File: src/rtl/rob_commit_pkg.sv
// Shared types for the retire stage: commit FSM states and the per-slot ROB head view.
`ifndef XLEN
`define XLEN 32
`endif

package prv664_commit_pkg;

   typedef enum logic [1:0] {
      RUN   = 2'd0,
      FLUSH = 2'd1,
      HALT  = 2'd2
   } commit_state_e;

   typedef struct packed {
      logic              valid;
      logic              complete;
      logic              exception;
      logic              csren;
      logic [4:0]        opcode;
      logic [`XLEN-1:0]  pc;
   } rob_head_t;

endpackage

File: src/rtl/rob_commit_if.sv
// ROB-head inputs, pop acknowledges and the registered commit/CSR stream of the retire stage.
`ifndef XLEN
`define XLEN 32
`endif

interface rob_commit_if #(
   parameter int XLEN = `XLEN
);
   logic            head0_valid,     head1_valid;
   logic            head0_complete,  head1_complete;
   logic            head0_exception, head1_exception;
   logic            head0_csren,     head1_csren;
   logic [4:0]      head0_opcode,    head1_opcode;
   logic [XLEN-1:0] head0_pc,        head1_pc;
   logic [11:0]     head0_csrindex;
   logic [XLEN-1:0] head0_csrdata;
   logic            halt_i;

   logic            pop0_o, pop1_o;
   logic            instr0_commit_valid,  instr1_commit_valid;
   logic [4:0]      instr0_commit_opcode, instr1_commit_opcode;
   logic [XLEN-1:0] instr0_commit_pc,     instr1_commit_pc;
   logic            valid;
   logic            csren;
   logic [11:0]     csrindex;
   logic [XLEN-1:0] csrdata;
   logic            flush_o;
   logic            trap_o;
   logic [XLEN-1:0] trap_pc_o;

   // The commit unit drives the pops and the commit stream.
   modport master (
      input  head0_valid, head1_valid, head0_complete, head1_complete,
             head0_exception, head1_exception, head0_csren, head1_csren,
             head0_opcode, head1_opcode, head0_pc, head1_pc,
             head0_csrindex, head0_csrdata, halt_i,
      output pop0_o, pop1_o,
             instr0_commit_valid, instr1_commit_valid,
             instr0_commit_opcode, instr1_commit_opcode,
             instr0_commit_pc, instr1_commit_pc,
             valid, csren, csrindex, csrdata, flush_o, trap_o, trap_pc_o
   );

   modport slave (
      output head0_valid, head1_valid, head0_complete, head1_complete,
             head0_exception, head1_exception, head0_csren, head1_csren,
             head0_opcode, head1_opcode, head0_pc, head1_pc,
             head0_csrindex, head0_csrdata, halt_i,
      input  pop0_o, pop1_o,
             instr0_commit_valid, instr1_commit_valid,
             instr0_commit_opcode, instr1_commit_opcode,
             instr0_commit_pc, instr1_commit_pc,
             valid, csren, csrindex, csrdata, flush_o, trap_o, trap_pc_o
   );
endinterface

File: src/rtl/rob_commit.sv
// Retire stage: pops up to two ROB heads per cycle and registers the commit/CSR stream,
// serialising CSR writes and traps behind a fixed-length flush window.
`ifndef XLEN
`define XLEN 32
`endif

module rob_commit
   import prv664_commit_pkg::*;
#(
   parameter int FLUSH_CYCLES = 2,
   parameter int XLEN         = `XLEN
) (
   input  logic         clk_i,
   input  logic         arst_i,
   rob_commit_if.master rob
);

   localparam logic [3:0] FLUSH_LOAD = 4'(FLUSH_CYCLES - 1);

   commit_state_e   state_q, state_d;
   logic [3:0]      cnt_q, cnt_d;
   rob_head_t       h0, h1;
   logic            pop0, pop1;
   logic            retire0, csr_retire, trap_retire;

   logic            v0_q, v1_q, valid_q, csren_q, flush_q, trap_q;
   logic [4:0]      op0_q, op1_q;
   logic [XLEN-1:0] pc0_q, pc1_q, csrdata_q, trap_pc_q;
   logic [11:0]     csrindex_q;

   assign h0 = '{valid:     rob.head0_valid,
                 complete:  rob.head0_complete,
                 exception: rob.head0_exception,
                 csren:     rob.head0_csren,
                 opcode:    rob.head0_opcode,
                 pc:        rob.head0_pc};
   assign h1 = '{valid:     rob.head1_valid,
                 complete:  rob.head1_complete,
                 exception: rob.head1_exception,
                 csren:     rob.head1_csren,
                 opcode:    rob.head1_opcode,
                 pc:        rob.head1_pc};

   // Slot 1 only retires alongside an ordinary slot 0; CSR writes and traps go alone from slot 0.
   always_comb begin
      pop0        = (state_q == RUN) && !rob.halt_i && h0.valid && h0.complete;
      pop1        = pop0 && h1.valid && h1.complete &&
                    !h0.exception && !h0.csren && !h1.exception && !h1.csren;
      trap_retire = pop0 && h0.exception;
      csr_retire  = pop0 && h0.csren && !h0.exception;
      retire0     = pop0 && !h0.exception;
   end

   always_ff @(posedge clk_i or posedge arst_i) begin
      // NOTE: sequential state uses non-blocking assignments so every register samples pre-edge values.
      if (arst_i) begin
         state_q <= RUN;
         cnt_q   <= '0;
      end else begin
         state_q <= state_d;
         cnt_q   <= cnt_d;
      end
   end

   always_comb begin
      // NOTE: defaults first so no path through the case leaves a variable unassigned (no latch).
      state_d = state_q;
      cnt_d   = cnt_q;
      case (state_q)
         RUN: begin
            if (rob.halt_i) begin
               state_d = HALT;
            end else if (trap_retire || csr_retire) begin
               state_d = FLUSH;
               cnt_d   = FLUSH_LOAD;
            end
         end
         FLUSH: begin
            // The flush window always runs to completion before a pending halt is honoured.
            if (cnt_q == 4'd0) state_d = rob.halt_i ? HALT : RUN;
            else               cnt_d   = cnt_q - 4'd1;
         end
         HALT: begin
            if (!rob.halt_i) state_d = RUN;
         end
         default: state_d = RUN;
      endcase
   end

   always_ff @(posedge clk_i or posedge arst_i) begin
      if (arst_i) begin
         v0_q       <= 1'b0;
         v1_q       <= 1'b0;
         valid_q    <= 1'b0;
         csren_q    <= 1'b0;
         flush_q    <= 1'b0;
         trap_q     <= 1'b0;
         op0_q      <= '0;
         op1_q      <= '0;
         pc0_q      <= '0;
         pc1_q      <= '0;
         csrindex_q <= '0;
         csrdata_q  <= '0;
         trap_pc_q  <= '0;
      end else begin
         v0_q    <= retire0;
         v1_q    <= pop1;
         valid_q <= retire0;
         csren_q <= csr_retire;
         flush_q <= trap_retire || csr_retire;
         trap_q  <= trap_retire;
         // Payload registers only load with their strobe and otherwise hold.
         if (retire0) begin
            op0_q <= h0.opcode;
            pc0_q <= h0.pc;
         end
         if (pop1) begin
            op1_q <= h1.opcode;
            pc1_q <= h1.pc;
         end
         if (csr_retire) begin
            csrindex_q <= rob.head0_csrindex;
            csrdata_q  <= rob.head0_csrdata;
         end
         if (trap_retire) trap_pc_q <= h0.pc;
      end
   end

   assign rob.pop0_o               = pop0;
   assign rob.pop1_o               = pop1;
   assign rob.instr0_commit_valid  = v0_q;
   assign rob.instr1_commit_valid  = v1_q;
   assign rob.instr0_commit_opcode = op0_q;
   assign rob.instr1_commit_opcode = op1_q;
   assign rob.instr0_commit_pc     = pc0_q;
   assign rob.instr1_commit_pc     = pc1_q;
   assign rob.valid                = valid_q;
   assign rob.csren                = csren_q;
   assign rob.csrindex             = csrindex_q;
   assign rob.csrdata              = csrdata_q;
   assign rob.flush_o              = flush_q;
   assign rob.trap_o               = trap_q;
   assign rob.trap_pc_o            = trap_pc_q;

endmodule

File: src/flat_wrapper.sv
// flat-port wrapper written by rule: the top's interface ports become plain ports
module rob_commit_flat import prv664_commit_pkg::*;
#(
   parameter int FLUSH_CYCLES = 2,
   parameter int XLEN         = `XLEN
)
  (clk_i, arst_i, rob_head0_valid, rob_head1_valid, rob_head0_complete, rob_head1_complete, rob_head0_exception, rob_head1_exception, rob_head0_csren, rob_head1_csren, rob_head0_opcode, rob_head1_opcode, rob_head0_pc, rob_head1_pc, rob_head0_csrindex, rob_head0_csrdata, rob_halt_i, rob_pop0_o, rob_pop1_o, rob_instr0_commit_valid, rob_instr1_commit_valid, rob_instr0_commit_opcode, rob_instr1_commit_opcode, rob_instr0_commit_pc, rob_instr1_commit_pc, rob_valid, rob_csren, rob_csrindex, rob_csrdata, rob_flush_o, rob_trap_o, rob_trap_pc_o);
  rob_commit_if #(.XLEN(XLEN)) rob_i ();
  input  logic clk_i;
  input  logic arst_i;
  input wire logic [$bits(rob_i.head0_valid)-1:0] rob_head0_valid;
  input wire logic [$bits(rob_i.head1_valid)-1:0] rob_head1_valid;
  input wire logic [$bits(rob_i.head0_complete)-1:0] rob_head0_complete;
  input wire logic [$bits(rob_i.head1_complete)-1:0] rob_head1_complete;
  input wire logic [$bits(rob_i.head0_exception)-1:0] rob_head0_exception;
  input wire logic [$bits(rob_i.head1_exception)-1:0] rob_head1_exception;
  input wire logic [$bits(rob_i.head0_csren)-1:0] rob_head0_csren;
  input wire logic [$bits(rob_i.head1_csren)-1:0] rob_head1_csren;
  input wire logic [$bits(rob_i.head0_opcode)-1:0] rob_head0_opcode;
  input wire logic [$bits(rob_i.head1_opcode)-1:0] rob_head1_opcode;
  input wire logic [$bits(rob_i.head0_pc)-1:0] rob_head0_pc;
  input wire logic [$bits(rob_i.head1_pc)-1:0] rob_head1_pc;
  input wire logic [$bits(rob_i.head0_csrindex)-1:0] rob_head0_csrindex;
  input wire logic [$bits(rob_i.head0_csrdata)-1:0] rob_head0_csrdata;
  input wire logic [$bits(rob_i.halt_i)-1:0] rob_halt_i;
  output wire logic [$bits(rob_i.pop0_o)-1:0] rob_pop0_o;
  output wire logic [$bits(rob_i.pop1_o)-1:0] rob_pop1_o;
  output wire logic [$bits(rob_i.instr0_commit_valid)-1:0] rob_instr0_commit_valid;
  output wire logic [$bits(rob_i.instr1_commit_valid)-1:0] rob_instr1_commit_valid;
  output wire logic [$bits(rob_i.instr0_commit_opcode)-1:0] rob_instr0_commit_opcode;
  output wire logic [$bits(rob_i.instr1_commit_opcode)-1:0] rob_instr1_commit_opcode;
  output wire logic [$bits(rob_i.instr0_commit_pc)-1:0] rob_instr0_commit_pc;
  output wire logic [$bits(rob_i.instr1_commit_pc)-1:0] rob_instr1_commit_pc;
  output wire logic [$bits(rob_i.valid)-1:0] rob_valid;
  output wire logic [$bits(rob_i.csren)-1:0] rob_csren;
  output wire logic [$bits(rob_i.csrindex)-1:0] rob_csrindex;
  output wire logic [$bits(rob_i.csrdata)-1:0] rob_csrdata;
  output wire logic [$bits(rob_i.flush_o)-1:0] rob_flush_o;
  output wire logic [$bits(rob_i.trap_o)-1:0] rob_trap_o;
  output wire logic [$bits(rob_i.trap_pc_o)-1:0] rob_trap_pc_o;
  assign rob_i.head0_valid = rob_head0_valid;
  assign rob_i.head1_valid = rob_head1_valid;
  assign rob_i.head0_complete = rob_head0_complete;
  assign rob_i.head1_complete = rob_head1_complete;
  assign rob_i.head0_exception = rob_head0_exception;
  assign rob_i.head1_exception = rob_head1_exception;
  assign rob_i.head0_csren = rob_head0_csren;
  assign rob_i.head1_csren = rob_head1_csren;
  assign rob_i.head0_opcode = rob_head0_opcode;
  assign rob_i.head1_opcode = rob_head1_opcode;
  assign rob_i.head0_pc = rob_head0_pc;
  assign rob_i.head1_pc = rob_head1_pc;
  assign rob_i.head0_csrindex = rob_head0_csrindex;
  assign rob_i.head0_csrdata = rob_head0_csrdata;
  assign rob_i.halt_i = rob_halt_i;
  assign rob_pop0_o = rob_i.pop0_o;
  assign rob_pop1_o = rob_i.pop1_o;
  assign rob_instr0_commit_valid = rob_i.instr0_commit_valid;
  assign rob_instr1_commit_valid = rob_i.instr1_commit_valid;
  assign rob_instr0_commit_opcode = rob_i.instr0_commit_opcode;
  assign rob_instr1_commit_opcode = rob_i.instr1_commit_opcode;
  assign rob_instr0_commit_pc = rob_i.instr0_commit_pc;
  assign rob_instr1_commit_pc = rob_i.instr1_commit_pc;
  assign rob_valid = rob_i.valid;
  assign rob_csren = rob_i.csren;
  assign rob_csrindex = rob_i.csrindex;
  assign rob_csrdata = rob_i.csrdata;
  assign rob_flush_o = rob_i.flush_o;
  assign rob_trap_o = rob_i.trap_o;
  assign rob_trap_pc_o = rob_i.trap_pc_o;
  rob_commit #(.FLUSH_CYCLES(FLUSH_CYCLES), .XLEN(XLEN)) u_core (.clk_i(clk_i), .arst_i(arst_i), .rob(rob_i));
endmodule
File: config.mk
export PLATFORM = sky130hd
export DESIGN_NAME = rob_commit_flat
export DESIGN_NICKNAME = d
export VERILOG_FILES = /design/src/rtl/rob_commit_pkg.sv /design/src/rtl/rob_commit_if.sv /design/src/rtl/rob_commit.sv /design/src/flat_wrapper.sv
export SDC_FILE = /design/constraint.sdc
export NUM_CORES = 1
export LEC_CHECK = 0
export CORE_ASPECT_RATIO = 0.7
export CORE_MARGIN = 2
export CORE_UTILIZATION = 41
export CTS_CLUSTER_SIZE = 40
export DETAILED_ROUTE_END_ITERATION = 16
export PLACE_DENSITY = 0.8
export SLEW_MARGIN = 20
export SYNTH_ARGS = -nofsm -noshare
export SYNTH_HDL_FRONTEND = slang
export SYNTH_SLANG_ARGS = --single-unit
export TNS_END_PERCENT = 30
File: constraint.sdc
create_clock -name clk_i -period 6.8 [get_ports clk_i]
set_input_delay 1.36 -clock clk_i [delete_from_list [all_inputs] [get_ports clk_i]]
set_output_delay 1.36 -clock clk_i [all_outputs]
set_load 0.05 [all_outputs]
### Word-level counts from Yosys, hierarchy flattened

Index checks and enable logic that the tools add are counted.

* output and inout bits: 158
* logic and storage cells: 57
* input bits: 129
* register bits after elaboration: 161

* multiplexer cells: 10
* reduce and logical (&&, ||, !) cells: 24
* eq/ne operators: 8
* add/subtract/negate cells: 1

Operators with widths (count)
* logical AND 1 bit: 13
* two-way mux 4 bit: 3
* two-way mux 2 bit: 5
* != test 2 bit (second input constant): 4
* one-hot mux 4 bit (2 select lines): 1
* one-hot mux 2 bit (3 select lines): 1
* zero test 1 bit: 5
* zero test 4 bit: 1
* AND reduction 4 bit: 1
* subtractor 4 x 1 -> 4 bit (second input constant): 1
* != test 3 bit (second input constant): 1
* AND reduction 3 bit: 1
* equality test 2 x 1 -> 1 bit (second input constant): 1
* equality test 2 bit (second input constant): 1
* zero test 2 bit: 1
* != test 2 x 1 -> 1 bit (second input constant): 1
* nonzero test 2 bit: 1
* logical OR 1 bit: 1

### Logic depth before layout (Yosys ltp)

Gate-level depths: netlist of run 1.

* word-level depth: 10
* gate-level depth with buffers: 6

### Worst setup path after synthesis of run 1

OpenSTA, ideal clock, no wires.

* path type: input to output
* start point: input rob_head0_valid
* end point: output rob_pop1_o
* path slack: 2.780 ns
* arrival: 2.660 ns
* cell stages on the path: 6
* path through: nor2b_1 -> nand4b_1 -> or3_1 -> buf_4 -> buf_6 -> inv_1

* word-level cells in the longest chain between the ends: 8

RTL lines
* start, declared: line flat_wrapper.sv:11 `input wire logic [$bits(rob_i.head0_valid)-1:0] rob_head0_valid;`
* logical AND 1 bit (2 in a row): line rob_commit.sv:46 `pop0 = (state_q == RUN) && !rob.halt_i && h0.valid && h0.complete;`
* logical AND 1 bit (3 in a row): line rob_commit.sv:47 `pop1 = pop0 && h1.valid && h1.complete &&`
* logical AND 1 bit (3 in a row): line rob_commit.sv:48 `!h0.exception && !h0.csren && !h1.exception && !h1.csren;`
* end, declared: line flat_wrapper.sv:27 `output wire logic [$bits(rob_i.pop1_o)-1:0] rob_pop1_o;`

No other way between the ends.

### Worst setup path in the final report of run 1

* start point: input rob_halt_i
* end point: output rob_pop1_o

* word-level cells in the longest chain between the ends: 10

RTL lines
* start, declared: line flat_wrapper.sv:25 `input wire logic [$bits(rob_i.halt_i)-1:0] rob_halt_i;`
* zero test 1 bit: line rob_commit.sv:46
* logical AND 1 bit (3 in a row): line rob_commit.sv:46
* logical AND 1 bit (3 in a row): line rob_commit.sv:47
* logical AND 1 bit (3 in a row): line rob_commit.sv:48

No other way between the ends.

==> results of run 1 <==
-- placed cells by master, fill, tap and decap left out, types with 2 or more instances in the layout --
master / netlist / routed
ha_1: 2 / 2
clkdlybuf4s50_1: 0 / 286
and3_1: 2 / 2
a211o_1: 3 / 3
nor2_1: 4 / 4
nor2b_1: 2 / 2
clkinv_2: 0 / 4
mux2_4: 19 / 19
clkbuf_8: 0 / 4
nand2_1: 2 / 2
nor4_1: 2 / 2
inv_1: 9 / 8
buf_4: 2 / 4
nor4bb_1: 2 / 2
clkbuf_16: 0 / 17
clkinv_4: 0 / 2
mux2_2: 131 / 131
dfrtp_1: 161 / 161
clkinvlp_4: 0 / 2
-- worst register-to-register path: cells and delay by family, from the launching register on --
kind,cells,cell delay (ps)
multiplexers,1,470
flip-flops,1,440
AND/OR/NAND/NOR,3,1290
-- logic make-up after synthesis --
group	share of synthesized area [%]
simple gates	2.342
compound gates	0.6721
fa+ha+maj	0.4072
flops	65.57
buf+inv	2.199
mux	28.81
-- layer usage --
metal	up-vias	routed length [um]	track usage, %
met4	0	287	7.345
met1	2105	6460	24.63
met2	154	7742	32.31
met3	25	1080	6.094
li1	1881	-	-
met5	-	0	0
-- worst paths after layout --
path	slack (ps)	end	depth (start not counted)
max reg2reg	4470	u_core.rob.csrdata[20]	4
min	500	u_core.cnt_q[0]	1
max in group asynchronous	3910	u_core.rob.instr0_commit_pc[24]	3
min in group asynchronous	1470	u_core.rob.instr1_commit_valid	2
max	1530	rob_pop1_o	7
min reg2reg	500	u_core.cnt_q[0]	1
-- flip-flops by register name (all words and copies together), names as in the netlist, 2 cells and up --
signal / count
u_core.cnt_q: 4
u_core.rob.csrdata: 32
u_core.rob.csrindex: 12
u_core.rob.instr0_commit_opcode: 5
u_core.rob.instr0_commit_pc: 32
u_core.rob.instr1_commit_opcode: 5
u_core.rob.instr1_commit_pc: 32
u_core.rob.trap_pc_o: 32
u_core.state_q: 2
-- power by group through the flow --
stage / combinational, mW / clock, mW / sequential (mW)
5_1_grt: 1.39 / 0.976 / 1.27
3_3_place_gp: 1.33 / 0 / 1.25
6_report: 1.34 / 0.906 / 1.25
4_1_cts: 1.36 / 0.928 / 1.25
2_1_floorplan: 0.203 / 0 / 1.89
3_5_place_dp: 1.35 / 0 / 1.27
-- metrics by stage --
step | area (um2) | instances
after floorplan | 6145 | 368
after global placement | 9188 | 836
after detailed placement | 9188 | 836
after CTS | 9754 | 867
after global routing | 9754 | 867
final | 9754 | 867
-- layout make-up --
type,instances,share of cell area (%)
Sequential cell,161,41.30
Timing Repair Buffer,290,29.66
Inverter,9,0.3976
Multi-Input combinational cell,181,20.33
Clock inverter,9,0.8466
Clock buffer,22,4.964
Tap cell,195,2.501
==> metrics.md, run 1 <==
| Metric | Value |
|---|---|
| Initial Util | `41.87%` |
| Peak supply drop | `0.2397 mV` |
| Cell-internal power | `2.193 mW` |
| Worst Setup End Kind | `primary output` |
| Most used cell, CP | `clkdlybuf4s50_1` |
| Violation count after the first detailed-route iteration | `about 180` |
| DRC violations left | `0` |
| Congestion Overflow GR | `0` |
| Cts hold-fix bufs | `0` |
| Worst EP required | `about 5400 ps` |
| Clk pin slew, worst setup/hold paths | `approximately 60 ps` |
| Post-CTS setup buffer count | `0` |
| Max Buffers Root-to-Sink | `2` |
| FFs w/ async S/R, synth | `100.0%` |
| Row cnt | `37` |
| Syn avg cell area | `around 17 um2` |
| Die area | `0.01600 mm2` |
| Syn Inst Count | `between 300 and 400` |
| Syn nets | `499` |
| CP startpoint | `rob_halt_i` |
| NumNets Final | `791` |
| CP startpoint kind | `input port` |
| Via Count | `between 4000 and 5000` |
| H-tree depth | `4` |
| First-pass GRT wire length | `23940 um` |
| Warnings, synthesis | `0` |
| Commonest cells post-synth | `161 x dfrtp_1, 131 x mux2_2, 19 x mux2_4` |
| Multi-input logic area | `0.001983 mm2` |
| Most common cell in the synthesized netlist | `dfrtp_1` |
| Fill cell count | `1043` |
| Fin Clk Skew | `8.623 ps` |
| Outcome | `finished, final reports clean` |
| Final Wtd Congestion | `about 0.79` |
| Post-synth EDFFs | `0` |
| Main synth FF type | `dfrtp_1` |
| Area leader, netlist | `dfrtp_1` |
| Switching power | `1.309 mW` |
| Finished Core Util | `66.47%` |
| Fin Hold WS | `498.7 ps` |
| Largest net degree at the start of global routing | `between 90 and 100` |
| LEAKAGE | `4.383 nW` |
| Antenna violations before repair | `0` |
| Seq/Total Area, Yosys | `65.57%` |
| Final Hold Fails | `0` |
| DRT Pass-1 Iters | `4` |
| Pre-CTS setup slack | `1539 ps` |
| Sequential Area | `0.004029 mm2` |
| Critical Path Max Stage Delay | `810 ps` |
| IO buf count | `286` |
| DP HPWL | `11210 um` |
| Synth Cell Area | `0.006145 mm2` |
| Critical path's top delay family | `buffers and inverters` |
| Diodes inserted | `0` |
| Flops & latches, synth | `between 150 and 200` |
| IO Pins | `287` |
| Vias per cell | `4.804` |
| Switching share of power | `37.38%` |
| Dominant cells by area after synthesis | `dfrtp_1 66%, mux2_2 24%, mux2_4 4.6%, buf_2 0.98%, inv_1 0.55%` |
| Fmax | `0.1896 GHz` |
| Buffers & Inverters on Critical Path | `4` |
| Total power | `3.502 mW` |
| Setup TNS | `0 ps` |
| CTS tree | `yes` |
| Core ar. | `0.01468 mm2` |
| CTS resizes | `0` |
| Comb power frac | `38.4%` |
| Die height | `~110 um` |
| Netlist cell types | `27` |
| Crit-path cells | `clkdlybuf4s50_1, nor2b_1, nand4b_1, or3_2, buf_4, inv_1, clkdlybuf4s50_1` |
| Worst Hold Class | `flop to flop` |
| Crit Path Class | `input port to primary output` |
| RSZ-0062 raised after global routing | `no` |
| Share of layout cells above drive strength 1 | `~28%` |
| Final min period | `5275 ps` |
| Data arrival time of the worst path | `3910 ps` |
| Max_cap viols | `0` |
| Max-slew violations | `0` |
| Routed WL | `15570 um` |
| Hold_sp | `u_core.cnt_q[0]` |
| Final setup vio count | `0` |
| R2R Path Start | `u_core.state_q[0]` |
| CTS root buf | `clkbuf_16` |
| Post-route worst setup slack | `between 1500 and 2000 ps` |
| Clk_lat worst skew | `410 ps` |
| Final ANT Viol Nets | `0` |
| Crit-path slowest cell | `clkdlybuf4s50_1` |
| Area share of the largest cell type after synthesis | `65.57%` |
| Vias in the first global route | `4367` |
| Die width | `150.3 um` |
| Flop pwr share | `35.7%` |
| GRT Total Usage | `19.73%` |
| Slew headroom | `30.18%` |
| Clock Sinks | `161` |
| PwrDens | `between 300 and 400 mW/mm2` |
| CP Max Fanout | `38` |
| Number of buffers created by CTS | `17` |
| Area delta synth->final | `58.75%` |
| Clk pwr share | `25.9%` |
| Least-Margin Pin Slew | `roughly 1000 ps` |
| DR WL/cell | `~18 um` |
| Period utilisation layout | `between 70% and 80%` |
(Power assumes the default switching activity.)
==> run 2: changes to the inputs <==
--- a/config.mk
+++ b/config.mk
@@ -7,10 +7,10 @@
 export LEC_CHECK = 0
 export CORE_ASPECT_RATIO = 0.7
 export CORE_MARGIN = 2
-export CORE_UTILIZATION = 41
+export CORE_UTILIZATION = 37
 export CTS_CLUSTER_SIZE = 40
 export DETAILED_ROUTE_END_ITERATION = 16
-export PLACE_DENSITY = 0.8
+export PLACE_DENSITY = 0.76
 export SLEW_MARGIN = 20
 export SYNTH_ARGS = -nofsm -noshare
 export SYNTH_HDL_FRONTEND = slang
==> constraint.sdc (replaced) <==
create_clock -name clk_i -period 4.5 [get_ports clk_i]
set_input_delay 0.9 -clock clk_i [delete_from_list [all_inputs] [get_ports clk_i]]
set_output_delay 0.9 -clock clk_i [all_outputs]
set_load 0.05 [all_outputs]
==> metrics.md, run 2 (synthesis results as in run 1) <==
| Metric | Value |
|---|---|
| Setup TNS | `0 ps` |
| Fmax | `0.2810 GHz` |
| DRC violations left | `0` |
| Worst EP required | `3600 ps` |
| Max Buffers Root-to-Sink | `2` |
| Share of layout cells above drive strength 1 | `28.34%` |
| Initial Util | `37.70%` |
| Vias per cell | `4.676` |
| Commonest non-fill, non-tap cell in the layout | `clkdlybuf4s50_1` |
| Fin Hold WS | `497.7 ps` |
| CP startpoint kind | `input port` |
| Row cnt | `39` |
| Final Wtd Congestion | `0.7488` |
| Data arrival time of the worst path | `around 2700 ps` |
| H-tree depth | `4` |
| Max-slew violations | `0` |
| Worst Setup End Kind | `primary output` |
| Crit Path Class | `input port to primary output` |
| Post-route worst setup slack | `941.0 ps` |
| GRT Total Usage | `17.75%` |
| RSZ-0062 raised after global routing | `no` |
| Most frequent cells in the layout | `285 x clkdlybuf4s50_1, 161 x dfrtp_1, 131 x mux2_2` |
| Die width | `roughly 160 um` |
| Final ANT Viol Nets | `0` |
| Die area | `between 0.015 and 0.02 mm2` |
| Total power | `5.332 mW` |
| Worst Hold Class | `flop to flop` |
| IO buf count | `286` |
| Peak supply drop | `0.3336 mV` |
| Pre-CTS setup slack | `942.0 ps` |
| Global Route met2 Usage | `30.49%` |
| Largest net degree at the start of global routing | `between 80 and 90` |
| Clock Sinks | `roughly 160` |
| Final min period | `3559 ps` |
| Area delta synth->final | `60.01%` |
| LEAKAGE | `around 4.4 nW` |
| Routed WL | `roughly 16000 um` |
| Multi-input logic area | `0.001983 mm2` |
| Max_cap viols | `0` |
| Violation count after the first detailed-route iteration | `about 120` |
| Congestion Overflow GR | `0` |
| Crit-path slowest cell | `clkdlybuf4s50_1` |
| Fill cell count | `1260` |
| Via Count | `4204` |
| Crit-path cells | `clkdlybuf4s50_1, nor2b_1, and3_1, clkdlybuf4s50_1` |
| Die height | `about 110 um` |
| Number of buffers created by CTS | `17` |
| Vias in the first global route | `between 4000 and 5000` |
| Critical Path Max Stage Delay | `840 ps` |
| GRT busiest layer | `met2` |
| Finished layout cell area | `0.009832 mm2` |
| Placed Area | `0.009241 mm2` |
| NumNets Final | `792` |
| IO Pins | `287` |
| Most used cell, CP | `clkdlybuf4s50_1` |
| Clk pin slew, worst setup/hold paths | `70 ps` |
| Diodes inserted | `0` |
| Fin Clk Skew | `~8.4 ps` |
| Slew headroom | `31.11%` |
| DR WL/cell | `17.25 um` |
| DRT Pass-1 Iters | `4` |
| CTS tree | `yes` |
| Sequential Area | `0.004029 mm2` |
| Cts hold-fix bufs | `0` |
| Clk_lat worst skew | `just over 400 ps` |
| Final setup vio count | `0` |
| Period utilisation layout | `79.09%` |
| Core ar. | `0.01630 mm2` |
| DP HPWL | `11310 um` |
| Met1 usage | `20.30%` |
| Outcome | `finished, final reports clean` |
| CP Max Fanout | `4` |
| Antenna violations before repair | `0` |
| Post-CTS setup buffer count | `0` |
| Met3 usage | `5.722%` |
| Final Hold Fails | `0` |
| PwrDens | `between 500 and 600 mW/mm2` |
| Least-Margin Pin Slew | `1033 ps` |
| First-pass GRT wire length | `24450 um` |
| CTS root buf | `clkbuf_16` |
| CTS resizes | `0` |
run 2: worst max-delay path, delay by kind of cell:
kind	cells	cell delay, ps
buffers and inverters	2	1300
AND/OR/NAND/NOR	2	460
run 2: final cells by class:
type / instances / area share [%]
Tap cell: 225 / 2.863
Sequential cell: 161 / 40.98
Inverter: 9 / 0.3818
Clock buffer: 20 / 4.747
Multi-Input combinational cell: 181 / 20.17
Timing Repair Buffer: 291 / 29.60
Clock inverter: 12 / 1.260
run 2: final timing paths:
kind / endpoint / startpoint / slack [ps] / cells after the start
hold reg to reg: u_core.cnt_q[0] / u_core.cnt_q[0] / 500 / 1
min in group asynchronous: u_core.rob.instr1_commit_opcode[1] / arst_i / 960 / 2
max in group asynchronous: u_core.cnt_q[3] / arst_i / 2510 / 3
setup / recovery: rob_pop0_o / rob_head0_valid / 940 / 4
setup reg to reg: u_core.rob.csrdata[30] / u_core.state_q[0] / 2190 / 4
hold / removal: u_core.cnt_q[0] / u_core.cnt_q[0] / 500 / 1
run 2: routing by layer:
layer / share of wire (%) / vias to the layer above / wire length [um]
li1: - / 1873 / -
met2: 50 / 162 / 7697
met3: 7.6 / 30 / 1185
met5: 0 / - / 0
met4: 2.2 / 0 / 335
met1: 41 / 2139 / 6291
run 2: through the flow:
step	std cells	util, %
global placement	867	56.70
global route	899	60.33
finish	899	60.33
CTS	899	60.33
detailed placement	867	56.70
floorplan	368	-
run 2: power breakdown:
group / switching (mW) / leakage (nW) / internal, mW
Clock: 0.591 / 0.289 / 0.818
Combinational: 1.27 / 2.07 / 0.766
Sequential: 0.158 / 2.05 / 1.73
Total: 2.01 / 4.40 / 3.32
